<file path="config.mk">
export PLATFORM = sky130hd
export DESIGN_NAME = fsm_serial_sched_flat
export DESIGN_NICKNAME = d
export VERILOG_FILES = /design/src/rtl/fsm_serial_sched_if.sv /design/src/rtl/fsm_serial_sched.sv /design/src/flat_wrapper.sv
export SDC_FILE = /design/constraint.sdc
export NUM_CORES = 1
export LEC_CHECK = 0
export ABC_AREA = 1
export CAP_MARGIN = 20
export CELL_PAD_IN_SITES_DETAIL_PLACEMENT = 1
export CELL_PAD_IN_SITES_GLOBAL_PLACEMENT = 2
export CORE_MARGIN = 10
export CORE_UTILIZATION = 36
export CTS_CLUSTER_DIAMETER = 30
export DETAILED_ROUTE_END_ITERATION = 8
export DONT_BUFFER_PORTS = 1
export GPL_TIMING_DRIVEN = 0
export PLACE_DENSITY_LB_ADDON = 0.1
export RECOVER_POWER = 25
export SYNTH_ARGS = -nofsm -noshare
export SYNTH_HDL_FRONTEND = slang
export SYNTH_SLANG_ARGS = --single-unit
</file>
<file path="constraint.sdc">
create_clock -name sys_clk -period 3.05 [get_ports sys_clk]
set_clock_uncertainty 0.05 [all_clocks]
set_input_delay 0.4575 -clock sys_clk [delete_from_list [all_inputs] [get_ports sys_clk]]
set_output_delay 0.4575 -clock sys_clk [all_outputs]
set_load 0.01 [all_outputs]
</file>
<file path="src/rtl/fsm_serial_sched_if.sv">
// Handshake bundle for fsm_serial_sched: two requesters, the serial FSM link and the response port.
// The slave modport is the scheduler side; master is the environment side.
interface fsm_serial_sched_if #(
  parameter int unsigned W = 8
);
  logic         req0_valid;
  logic [W-1:0] req0_data;
  logic         req0_ready;
  logic         req1_valid;
  logic [W-1:0] req1_data;
  logic         req1_ready;
  logic         fsm_rst_n;
  logic         fsm_in;
  logic         fsm_out;
  logic         rsp_valid;
  logic         rsp_ready;
  logic         rsp_id;
  logic [W-1:0] rsp_data;
  logic         busy;

  modport slave (
    input  req0_valid, req0_data, req1_valid, req1_data, fsm_out, rsp_ready,
    output req0_ready, req1_ready, fsm_rst_n, fsm_in, rsp_valid, rsp_id, rsp_data, busy
  );

  modport master (
    output req0_valid, req0_data, req1_valid, req1_data, fsm_out, rsp_ready,
    input  req0_ready, req1_ready, fsm_rst_n, fsm_in, rsp_valid, rsp_id, rsp_data, busy
  );
endinterface

</file>
<file path="src/rtl/fsm_serial_sched.sv">
// Round-robin scheduler feeding one bit-serial FSM and collecting its W-bit response.
// Optional FSM_CLR_EN macro adds a 1-cycle FSM reset (CLR state) before every job.
module fsm_serial_sched #(
  parameter int unsigned W       = 8,
  parameter int unsigned OUT_LAG = 1
) (
  input  logic              sys_clk,
  input  logic              sys_rst_n,
  fsm_serial_sched_if.slave bus
);

  localparam int unsigned CntW = $clog2(W + 4);

  typedef enum logic [2:0] {
    StIdle,
    StClr,
    StShift,
    StDrain,
    StResp
  } state_e;

  state_e          state_q, state_d;
  logic [W-1:0]    word_q, word_d;
  logic [W-1:0]    result_q, result_d;
  logic [CntW-1:0] cnt_q, cnt_d;
  logic            id_q, id_d;
  logic            ptr_q, ptr_d;
  logic            gnt0, gnt1;
  logic            cap_en;
  logic [CntW:0]   cap_diff;

  always_ff @(posedge sys_clk) begin
    if (!sys_rst_n) begin
      state_q  <= StIdle;
      word_q   <= '0;
      result_q <= '0;
      cnt_q    <= '0;
      id_q     <= 1'b0;
      ptr_q    <= 1'b0;
    end else begin
      state_q  <= state_d;
      word_q   <= word_d;
      result_q <= result_d;
      cnt_q    <= cnt_d;
      id_q     <= id_d;
      ptr_q    <= ptr_d;
    end
  end

  // cnt_q runs through SHIFT and DRAIN; a negative difference means no bit is due yet.
  assign cap_diff = {1'b0, cnt_q} - (CntW + 1)'(OUT_LAG);

  always_comb begin
    state_d       = state_q;
    word_d        = word_q;
    result_d      = result_q;
    cnt_d         = cnt_q;
    id_d          = id_q;
    ptr_d         = ptr_q;
    gnt0          = 1'b0;
    gnt1          = 1'b0;
    cap_en        = 1'b0;
    bus.fsm_in    = 1'b0;
    bus.fsm_rst_n = sys_rst_n;
    bus.rsp_valid = 1'b0;

    unique case (state_q)
      StIdle: begin
        if (sys_rst_n) begin
          gnt0 = bus.req0_valid && (!ptr_q || !bus.req1_valid);
          gnt1 = bus.req1_valid && !gnt0;
        end
        if (gnt0 || gnt1) begin
          word_d = gnt1 ? bus.req1_data : bus.req0_data;
          id_d   = gnt1;
          cnt_d  = '0;
`ifdef FSM_CLR_EN
          state_d = StClr;
`else
          state_d = StShift;
`endif
        end
      end
      StClr: begin
`ifdef FSM_CLR_EN
        bus.fsm_rst_n = 1'b0;
`endif
        state_d = StShift;
      end
      StShift: begin
        bus.fsm_in = word_q[0];
        word_d     = word_q >> 1;
        cap_en     = 1'b1;
        cnt_d      = cnt_q + CntW'(1);
        if (cnt_q == CntW'(W - 1)) begin
          state_d = (OUT_LAG == 0) ? StResp : StDrain;
        end
      end
      StDrain: begin
        cap_en = 1'b1;
        cnt_d  = cnt_q + CntW'(1);
        if (cnt_q == CntW'(W + OUT_LAG - 1)) begin
          state_d = StResp;
        end
      end
      StResp: begin
        bus.rsp_valid = 1'b1;
        if (bus.rsp_ready) begin
          state_d = StIdle;
          ptr_d   = ~id_q;
        end
      end
      default: state_d = StIdle;
    endcase

    if (cap_en && !cap_diff[CntW]) begin
      for (int k = 0; k < int'(W); k++) begin
        if (cap_diff[CntW-1:0] == CntW'(k)) begin
          result_d[k] = bus.fsm_out;
        end
      end
    end
  end

  assign bus.req0_ready = gnt0;
  assign bus.req1_ready = gnt1;
  assign bus.rsp_id     = id_q;
  assign bus.rsp_data   = result_q;
  assign bus.busy       = (state_q != StIdle);

endmodule

</file>
<file path="src/flat_wrapper.sv">
// flat-port wrapper written by rule: the top's interface ports become plain ports
module fsm_serial_sched_flat 
#(
  parameter int unsigned W       = 8,
  parameter int unsigned OUT_LAG = 1
)
  (sys_clk, sys_rst_n, bus_req0_valid, bus_req0_data, bus_req1_valid, bus_req1_data, bus_fsm_out, bus_rsp_ready, bus_req0_ready, bus_req1_ready, bus_fsm_rst_n, bus_fsm_in, bus_rsp_valid, bus_rsp_id, bus_rsp_data, bus_busy);
  fsm_serial_sched_if #(.W(W)) bus_i ();
  input  logic sys_clk;
  input  logic sys_rst_n;
  input wire logic [$bits(bus_i.req0_valid)-1:0] bus_req0_valid;
  input wire logic [$bits(bus_i.req0_data)-1:0] bus_req0_data;
  input wire logic [$bits(bus_i.req1_valid)-1:0] bus_req1_valid;
  input wire logic [$bits(bus_i.req1_data)-1:0] bus_req1_data;
  input wire logic [$bits(bus_i.fsm_out)-1:0] bus_fsm_out;
  input wire logic [$bits(bus_i.rsp_ready)-1:0] bus_rsp_ready;
  output wire logic [$bits(bus_i.req0_ready)-1:0] bus_req0_ready;
  output wire logic [$bits(bus_i.req1_ready)-1:0] bus_req1_ready;
  output wire logic [$bits(bus_i.fsm_rst_n)-1:0] bus_fsm_rst_n;
  output wire logic [$bits(bus_i.fsm_in)-1:0] bus_fsm_in;
  output wire logic [$bits(bus_i.rsp_valid)-1:0] bus_rsp_valid;
  output wire logic [$bits(bus_i.rsp_id)-1:0] bus_rsp_id;
  output wire logic [$bits(bus_i.rsp_data)-1:0] bus_rsp_data;
  output wire logic [$bits(bus_i.busy)-1:0] bus_busy;
  assign bus_i.req0_valid = bus_req0_valid;
  assign bus_i.req0_data = bus_req0_data;
  assign bus_i.req1_valid = bus_req1_valid;
  assign bus_i.req1_data = bus_req1_data;
  assign bus_i.fsm_out = bus_fsm_out;
  assign bus_i.rsp_ready = bus_rsp_ready;
  assign bus_req0_ready = bus_i.req0_ready;
  assign bus_req1_ready = bus_i.req1_ready;
  assign bus_fsm_rst_n = bus_i.fsm_rst_n;
  assign bus_fsm_in = bus_i.fsm_in;
  assign bus_rsp_valid = bus_i.rsp_valid;
  assign bus_rsp_id = bus_i.rsp_id;
  assign bus_rsp_data = bus_i.rsp_data;
  assign bus_busy = bus_i.busy;
  fsm_serial_sched #(.W(W), .OUT_LAG(OUT_LAG)) u_core (.sys_clk(sys_clk), .sys_rst_n(sys_rst_n), .bus(bus_i));
endmodule
</file>
==> results of run 1 <==
[placed cells by master, fill, tap and decap left out]
master	instances
nor2_2	1
nand4_1	8
clkinv_1	1
buf_6	1
dfxtp_1	25
a21oi_1	9
o21ai_0	9
o21ai_1	1
nor2_1	49
nand3_1	16
nand2_1	58
nand2_2	3
buf_2	1
xnor2_2	1
nand3_2	1
ha_1	5
clkinvlp_4	1
clkbuf_8	4
inv_1	23
clkbuf_1	1
nor2_4	4
nand2_8	1
nor2_8	1
inv_6	2
nand2_4	4
inv_2	8
or2_1	1
nand3b_1	8
inv_4	1
[final cells by class]
type / instances / area, um2
Inverter: 35 / 143.9
Clock inverter: 1 / 7.507
Sequential cell: 25 / 500.5
Tap cell: 52 / 65.06
Multi-Input combinational cell: 180 / 937.1
Buffer: 4 / 33.78
Fill cell: 563 / 2625
Clock buffer: 3 / 41.29
[registers in the layout, indices dropped and copies added, names as in the netlist]
signal,flops
u_core.ptr_q,1
u_core.bus.rsp_data,8
u_core.bus.rsp_id,1
u_core.state_q,3
u_core.word_q,8
u_core.cnt_q,4
[kinds of logic after synthesis]
logic type	Yosys count
AO/OA/AOI/OAI	19
XOR/XNOR	1
adder cells (fa/ha/maj)	5
buffers and inverters	39
AND/OR/NAND/NOR	155
flip-flops	25
[per-layer routing]
layer / track usage (%) / vias up
met5: 0 / -
met4: 4.418 / 0
met3: 2.247 / 2
met2: 17.65 / 27
met1: 12.81 / 649
li1: - / 768
[path summary, 6_finish.rpt]
check / from / to / slack [ns] / depth (start not counted)
setup / recovery: u_core.state_q[0] / bus_req0_ready / 1.17 / 5
hold / removal: bus_rsp_ready / u_core.ptr_q / 0.34 / 3
setup reg to reg: u_core.cnt_q[1] / u_core.bus.rsp_data[7] / 1.29 / 9
hold reg to reg: u_core.ptr_q / u_core.ptr_q / 0.43 / 2
[worst reg2reg max path, delay by kind of cell (launching register included)]
kind	cells	cell delay (ns)
xor gates and xnor gates	1	0.30
and+or+nand+nor	5	0.36
buffers and inverters	2	0.22
DFF	1	0.52
adders and majority gates	1	0.26
[power by group through the flow]
stage	clock network [mW]	logic (mW)	registers [mW]
6_report	0.208	0.207	0.371
5_1_grt	0.233	0.244	0.375
4_1_cts	0.221	0.213	0.371
3_3_place_gp	0	0.212	0.378
3_5_place_dp	0	0.212	0.379
2_1_floorplan	0	0.175	0.374
==> impl_metrics.yaml, run 1 <==
place:
  placed_area_um2: 1684
  dp_cells: 296
  dp_hpwl_um: 3048
  dp_slack_ns: 1.268
  gp_congestion: 0.7431
  io_buffer_count: 0
synth:
  ys_async_sr_fraction_pct: 0
  syn_nets: 271
  synth_area_um2: 1619
  ys_ff_latch: 25
  synth-simple-area-share_pct: 47.14
  synth_cell_type_count: 28
  synth_top_area_share_pct: 30.91
  syn_avg_cell_area_um2: 6.635
  ys_warn_count: 0
  synth_top_family_by_area: "simple AND/OR/NAND/NOR gates"
  ys.flop_type: "dfxtp_1"
  syn_inst: 244
  yosysSeqAreaShare_pct: 30.91
  synth_adder_area_share_pct: 3.864
  synthTopCellsByArea: "dfxtp_1, nand2_1, nor2_1, inv_1, nand3_1"
  synth_area_leader_cell: "dfxtp_1"
  synth_mux_area_share_pct: 0
  synth-xor-area-share_pct: 1.005
  yosys.cell_count.top_type: "nand2_1"
  synth_common_cells: "nand2_1, nor2_1, dfxtp_1, inv_1, nand3_1"
  synth-edff-count: 0
  synth_compound_area_share_pct: 5.873
power:
  p_int_mw: 0.5104
  total_power_mw: 0.7864
  p_switching_mw: 0.2760
  power.density_nw_per_um2: 454.8
  power_frac_comb_pct: 26.4
  seqPwrFrac_pct: 47.1
  ir_drop_mv: 0.1690
  p_leak_nw: 0.7862
  p_clk_share_pct: 26.5
  sw_frac_of_total_pct: 35.10
route:
  drt_iter0_markers: 46
  wl_per_cell_um: 12.51
  drtAntennaViolNets: 0
  top_layer: "met4"
  routed-wl-met3_um: 167
  dr_wl_met2_um: 1699
  vias: 1446
  finalWirelength_um: 3753
  vias_per_cell: 4.820
  drc: 0
  wl_met1_um: 1849
  dr.pass1.iters: 3
finish:
  syn2layout_area_growth_pct: 6.801
  diodes: 0
  final_cells: 300
  drive_gt1_share_pct: 13.71
  postLayoutCoreUtil_pct: 39.71
  fin_nets: 276
  final_area_um2: 1729
die:
  io_pins: 37
  fp-row-count: 24
  initial_core_util_pct: 37.18
  core_area_um2: 4354
  die_x_um: 87.06
  dieArea_um2: 7579
  die_h_um: 87.06
global_route:
  grt_max_degree: 16
  grt_pass1_vias: 1524
  antenna_found_initial: 0
  grt_pass1_wl_um: 6713
  grt_overflow: 0
  grtUsageTotal_pct: 10.60
clock_network:
  clock_path_buffers: 2
  insertion_delay_ns: 0.27
  cts_setup_buffers: 0
  cts_made_buffers: 3
  clkSlewWorstSetupHoldPaths_ns: 0.09
  postCtsHoldBufs: 0
  cts_resized: 0
  root_buffer: "clkbuf_8"
  cts_sinks: 25
  cts_max_level: 1
  cts_tree: "built"
timing:
  hold_viol: 0
  final-max-slew-violation-count: 0
  fmax_mhz: 531.1
  period_minus_slack_ns: 1.883
  grt_setup_unrepaired: "false"
  setup_tns_ns: 0
  worst_slack_ns: 1.167
  timing.hold.ws_ns: 0.3362
  fin_crit_sh_pct: 61.73
  max_slew.worst_pin.slew_ns: 0.3158
  max_slew_margin_pct: 78.84
  setup_viol: 0
worst_setup_path:
  cp-end-kind: "output port"
  cp_num_buf_inv: 2
  cpMaxStageDelayCell: "dfxtp_1"
  worstSetupPathType: "reg -> out"
  start_kind: "register"
  worstPathMaxFanout: 4
  path_cells: "inv_2 > nand2_1 > nor2_2 > inv_1 > nor2_1"
  cp_top_family: "simple AND/OR/NAND/NOR gates"
  arrival_ns: 1.38
  worstPathRequired_ns: 2.54
  slowest_delay_ns: 0.40
min_path:
  hold_path_class: "in -> reg"
outcome:
  status: "completed"
run:
  maxCapViolations: 0
No activity file was read; power rests on OpenSTA's default activity.
==> run 2, diff against run 1 <==
--- a/config.mk
+++ b/config.mk
@@ -10,7 +10,7 @@
 export CELL_PAD_IN_SITES_DETAIL_PLACEMENT = 1
 export CELL_PAD_IN_SITES_GLOBAL_PLACEMENT = 2
 export CORE_MARGIN = 10
-export CORE_UTILIZATION = 36
+export CORE_UTILIZATION = 30
 export CTS_CLUSTER_DIAMETER = 30
 export DETAILED_ROUTE_END_ITERATION = 8
 export DONT_BUFFER_PORTS = 1
==> constraint.sdc (replaced) <==
create_clock -name sys_clk -period 1.7 [get_ports sys_clk]
set_clock_uncertainty 0.05 [all_clocks]
set_input_delay 0.255 -clock sys_clk [delete_from_list [all_inputs] [get_ports sys_clk]]
set_output_delay 0.255 -clock sys_clk [all_outputs]
set_load 0.01 [all_outputs]
==> run 2 against run 1 <==
Compared with the run above:
- sequential power up 80%
- count of clock-buffer cells in the layout is 1 higher
- core utilization fell by 4.4 points
- sequential share of layout area is 1.0 points lower
- critical path depth fell by 1
- critical endpoint is now bus_fsm_in
- largest power group unchanged
==> impl_metrics.yaml, run 2 (same netlist as run 1, synthesis figures left out) <==
finish:
  layout_common_cells: "nand2_1, nor2_1, inv_1"
  postLayoutCoreUtil_pct: 35.29
  final_common_cell: "nand2_1"
  fin_nets: 279
  diodes: 0
  syn2layout_area_growth_pct: 12.75
  drive_gt1_share_pct: 17.13
run:
  maxCapViolations: 0
timing:
  grt_setup_unrepaired: "false"
  fin_crit_sh_pct: 92.57
  final-max-slew-violation-count: 0
  worst_slack_ns: 0.1264
  setup_viol: 0
  max_slew_margin_pct: 80.51
  fmax_mhz: 635.5
  period_minus_slack_ns: 1.574
  max_slew.worst_pin.slew_ns: 0.2920
  hold_viol: 0
  setup_tns_ns: 0
worst_setup_path:
  arrival_ns: 1.27
  slowest_delay_ns: 0.43
  critPathLaunch: "u_core.state_q[1]"
  cp-end-kind: "output port"
  cpMaxStageDelayCell: "dfxtp_1"
  cp_num_buf_inv: 1
  ff2ff_setup_slack_ns: 0.21
  worstPathMaxFanout: 10
  path_cells: "nand2_4 > nor2_8 > inv_4 > nor2_4"
  worstPathRequired_ns: 1.39
  r2r.worst_path.cells: 10
  worstSetupPathType: "reg -> out"
  start_kind: "register"
  r2r_start: "u_core.cnt_q[0]"
  crit-reg2reg-capture: "u_core.bus.rsp_data[3]"
  cp_top_family: "simple AND/OR/NAND/NOR gates"
power:
  ir_drop_mv: 0.2659
  p_int_mw: 0.9455
  sw_frac_of_total_pct: 34.69
  p_clk_share_pct: 24.8
  p_leak_nw: 0.8134
  seqPwrFrac_pct: 46.0
  power_frac_comb_pct: 29.2
  p_switching_mw: 0.5021
  power.density_nw_per_um2: 793.0
clock_network:
  clock_path_buffers: 2
  postCtsHoldBufs: 0
  cts_max_level: 1
  cts_made_buffers: 3
  clkSlewWorstSetupHoldPaths_ns: 0.09
  root_buffer: "clkbuf_8"
  insertion_delay_ns: 0.27
  cts_sinks: 25
  cts_tree: "built"
min_path:
  worstHoldEndpoint: "u_core.ptr_q"
  hold_start: "bus_rsp_ready"
  hold_depth: 3
  hold_path_class: "in -> reg"
route:
  drc: 0
  vias: 1492
  drt_iter0_markers: 25
  dr.pass1.iters: 4
  finalWirelength_um: 4108
  drtAntennaViolNets: 0
  vias_per_cell: 4.648
  wl_per_cell_um: 12.80
global_route:
  grt_max_degree: 14
  grt_overflow: 0
  grt_pass1_wl_um: 7286
  grt_pass1_vias: 1547
  grtUsageTotal_pct: 10.13
  antenna_found_initial: 0
place:
  dp_slack_ns: -0.09260
  dp_hpwl_um: 3284
  io_buffer_count: 0
  gp_congestion: 0.7347
outcome:
  status: "completed"
die:
  die_h_um: 93.47
  die_x_um: 93.47
  core_area_um2: 5172
  initial_core_util_pct: 31.30
  fp-row-count: 26
  io_pins: 37
  dieArea_um2: 8736
==> run 2: power groups by stage <==
stage,clock (mW),sequential [mW],combinational [mW]
2_1_floorplan,0,0.671,0.313
3_3_place_gp,0,0.678,0.386
3_5_place_dp,0,0.679,0.389
4_1_cts,0.383,0.667,0.399
5_1_grt,0.407,0.674,0.487
6_report,0.359,0.666,0.423
==> run 2: how the worst max path moves through the flow <==
stage / slack [ns] / depth (start not counted) / to
floorplan: 0.17 / 8 / u_core.bus.rsp_data[3]
global placement: -0.08 / 8 / u_core.bus.rsp_data[3]
detailed placement: -0.09 / 8 / u_core.bus.rsp_data[3]
CTS: 0.006 / 5 / bus_fsm_in
global route: 0.01 / 4 / bus_fsm_in
finish: 0.13 / 4 / bus_fsm_in
==> run 2: final cells by class <==
type,count,area [um2]
inverter,35,143.9
fill,677,3347
buffer,4,33.78
timing repair buffer,3,22.52
clock buffer,4,45.04
multi-input combinational,180,983.4
tap,70,87.58
sequential,25,509.2
==> run 2: repair_timing <==
item / in CTS / in global routing
gates resized for setup: 4 / 10
pin swaps: 1 / 2
setup endpoints to repair: 9 / 13
setup buffers: 1 / 2
==> run 2: worst reg2reg max path, cell delays in order (launching register included) <==
cell and delay (ns):
dfxtp_4 0.39, inv_1 0.11, ha_4 0.21, nand3_1 0.12, nand2_4 0.10, inv_2 0.06
nand2_1 0.06, nor2_1 0.15, nand2_1 0.07, nand2_1 0.06, nor2_1 0.03
==> run 2: through the flow <==
step | total power [mW] | instances | area (um2) | hold slack (ns)
floorplan | 0.9841 | 244 | 1619 | 0.3937
global placement | 1.064 | 314 | 1707 | 0.4067
detailed placement | 1.068 | 314 | 1707 | 0.4247
CTS | 1.449 | 319 | 1767 | 0.1371
global route | 1.568 | 321 | 1826 | 0.1601
finish | 1.448 | 321 | 1826 | 0.1392
==> run 2: routing by layer <==
metal / part of all wire, % / track usage (%) / routed length [um]
met4: 1.1 / 3.470 / 46
met5: 0 / 0 / 0
met1: 46 / 12.31 / 1885
met3: 3.5 / 2.558 / 144
met2: 49 / 16.88 / 2032
==> run 3, diff against run 2 <==
--- a/config.mk
+++ b/config.mk
@@ -11,6 +11,7 @@
 export CELL_PAD_IN_SITES_GLOBAL_PLACEMENT = 2
 export CORE_MARGIN = 10
 export CORE_UTILIZATION = 30
+export CTS_BUF_LIST = sky130_fd_sc_hd__clkbuf_8 sky130_fd_sc_hd__clkbuf_16
 export CTS_CLUSTER_DIAMETER = 30
 export DETAILED_ROUTE_END_ITERATION = 8
 export DONT_BUFFER_PORTS = 1
==> run 3 against run 2 <==
Compared with the run above:
- total power fell by 0.39%
- non-clock buffer count unchanged
- sequential power is essentially flat
- core utilization is the same
- clock power decreased by 1%
- highest routed layer unchanged
- largest power group unchanged
- combinational power about the same
- final cell count unchanged
- critical path type unchanged
- critical path depth unchanged
- count of clock-buffer cells in the layout shrank 1
- die area did not move
- register-to-register slack about the same
==> impl_metrics.yaml, run 3 (same netlist as run 1, synthesis figures left out) <==
timing:
  grt_setup_unrepaired: "false"
  period_minus_slack_ns: 1.574
  timing.hold.ws_ns: 0.1389
  fmax_mhz: 635.3
  setup_tns_ns: 0
  worst_slack_ns: 0.1260
  final-max-slew-violation-count: 0
  setup_viol: 0
  hold_viol: 0
  max_slew.worst_pin.slew_ns: 0.2920
  max_slew_margin_pct: 80.51
  fin_crit_sh_pct: 92.59
worst_setup_path:
  worstSetupPathType: "reg -> out"
  ff2ff_setup_slack_ns: 0.21
  cp-end-kind: "output port"
  arrival_ns: 1.27
  r2r.worst_path.cells: 10
  worstPathMaxFanout: 10
  worstPathRequired_ns: 1.39
  start_kind: "register"
  crit-reg2reg-capture: "u_core.bus.rsp_data[3]"
  r2r_start: "u_core.cnt_q[0]"
finish:
  layout_common_cells: "nand2_1, nor2_1, inv_1"
  drive_gt1_share_pct: 17.13
  multi_input_area_um2: 983.4
  final_common_cell: "nand2_1"
  diodes: 0
  fillers: 677
  final_area_um2: 1826
  fin_nets: 279
  regArea_um2: 509.2
  syn2layout_area_growth_pct: 12.75
global_route:
  grt_overflow: 0
  antenna_found_initial: 0
  grtUsageTotal_pct: 10.13
  grt_pass1_wl_um: 7286
  grt_max_degree: 14
  grt_pass1_vias: 1547
route:
  vias_per_cell: 4.648
  wl_per_cell_um: 12.80
  dr.pass1.iters: 4
  wl_met1_um: 1885
  top_layer: "met4"
  drc: 0
  dr_wl_met2_um: 2032
  routed-wl-met3_um: 144
  drtAntennaViolNets: 0
  vias: 1492
  finalWirelength_um: 4108
  drt_iter0_markers: 24
clock_network:
  cts_max_level: 1
  clock_path_buffers: 2
  cts_tree: "built"
  clkSlewWorstSetupHoldPaths_ns: 0.09
  cts_made_buffers: 3
  insertion_delay_ns: 0.27
  cts_sinks: 25
  root_buffer: "clkbuf_8"
  postCtsHoldBufs: 0
die:
  die_x_um: 93.47
  initial_core_util_pct: 31.30
  die_h_um: 93.47
  io_pins: 37
  fp-row-count: 26
  core_area_um2: 5172
  dieArea_um2: 8736
place:
  dp_hpwl_um: 3284
  placed_area_um2: 1707
  io_buffer_count: 0
  dp_slack_ns: -0.09260
  gp_congestion: 0.7347
min_path:
  hold_path_class: "in -> reg"
  hold_depth: 3
  hold_start: "bus_rsp_ready"
  worstHoldEndpoint: "u_core.ptr_q"
power:
  power.density_nw_per_um2: 790.0
  ir_drop_mv: 0.2661
  p_leak_nw: 0.8176
  total_power_mw: 1.442
run:
  maxCapViolations: 0
outcome:
  status: "completed"
[run 3: cell types whose count changed in the layout (fill, tap and decap cells not counted)]
cell	previous run	this run
clkbuf_1	2	1
inv_1	23	24
[run 3: how the worst max path moves through the flow]
stage / start / to / depth (start not counted) / slack, ns
after global placement: u_core.cnt_q[1] / u_core.bus.rsp_data[3] / 8 / -0.08
after detailed placement: u_core.cnt_q[1] / u_core.bus.rsp_data[3] / 8 / -0.09
final: u_core.state_q[1] / bus_fsm_in / 4 / 0.13
after global routing: u_core.state_q[1] / bus_fsm_in / 4 / 0.01
after CTS: u_core.state_q[2] / bus_fsm_in / 5 / 0.005
after floorplan: u_core.cnt_q[0] / u_core.bus.rsp_data[3] / 8 / 0.17
[run 3: layer usage]
metal  up-vias  GRT usage [%]
met5         -              0
met4         0          3.470
met3         4          2.558
met2        11          16.88
met1       696          12.31
li1        781              -
[run 3: per-stage QoR]
step	instances	util, %
after floorplan	244	-
after global placement	314	32.99
after detailed placement	314	32.99
after CTS	319	34.16
after global routing	321	35.29
final	321	35.29
[run 3: layout make-up]
type	instances	share of cell area [%]
multi-input combinational	180	53.87
inverter	35	7.882
tap	70	4.798
sequential	25	27.90
clock buffer	3	2.262
clock inverter	1	0.2056
buffer	4	1.851
timing repair buffer	3	1.234
[run 3: repair_timing]
action,CTS,global route
setup buffers,1,2
pin swaps,1,2
endpoints found under the setup margin,9,13
resized for setup,4,10
[run 3: worst max-delay path, cell delays in order (launching register included)]
cell,delay (ns)
dfxtp_1,0.43
nand2_4,0.14
nor2_8,0.20
inv_4,0.11
nor2_4,0.12
[run 3: power breakdown]
part           switching [mW]  internal [mW]  total (mW)
clock network           0.192          0.162       0.354
logic                   0.275          0.148       0.423
registers              0.0361          0.630       0.666
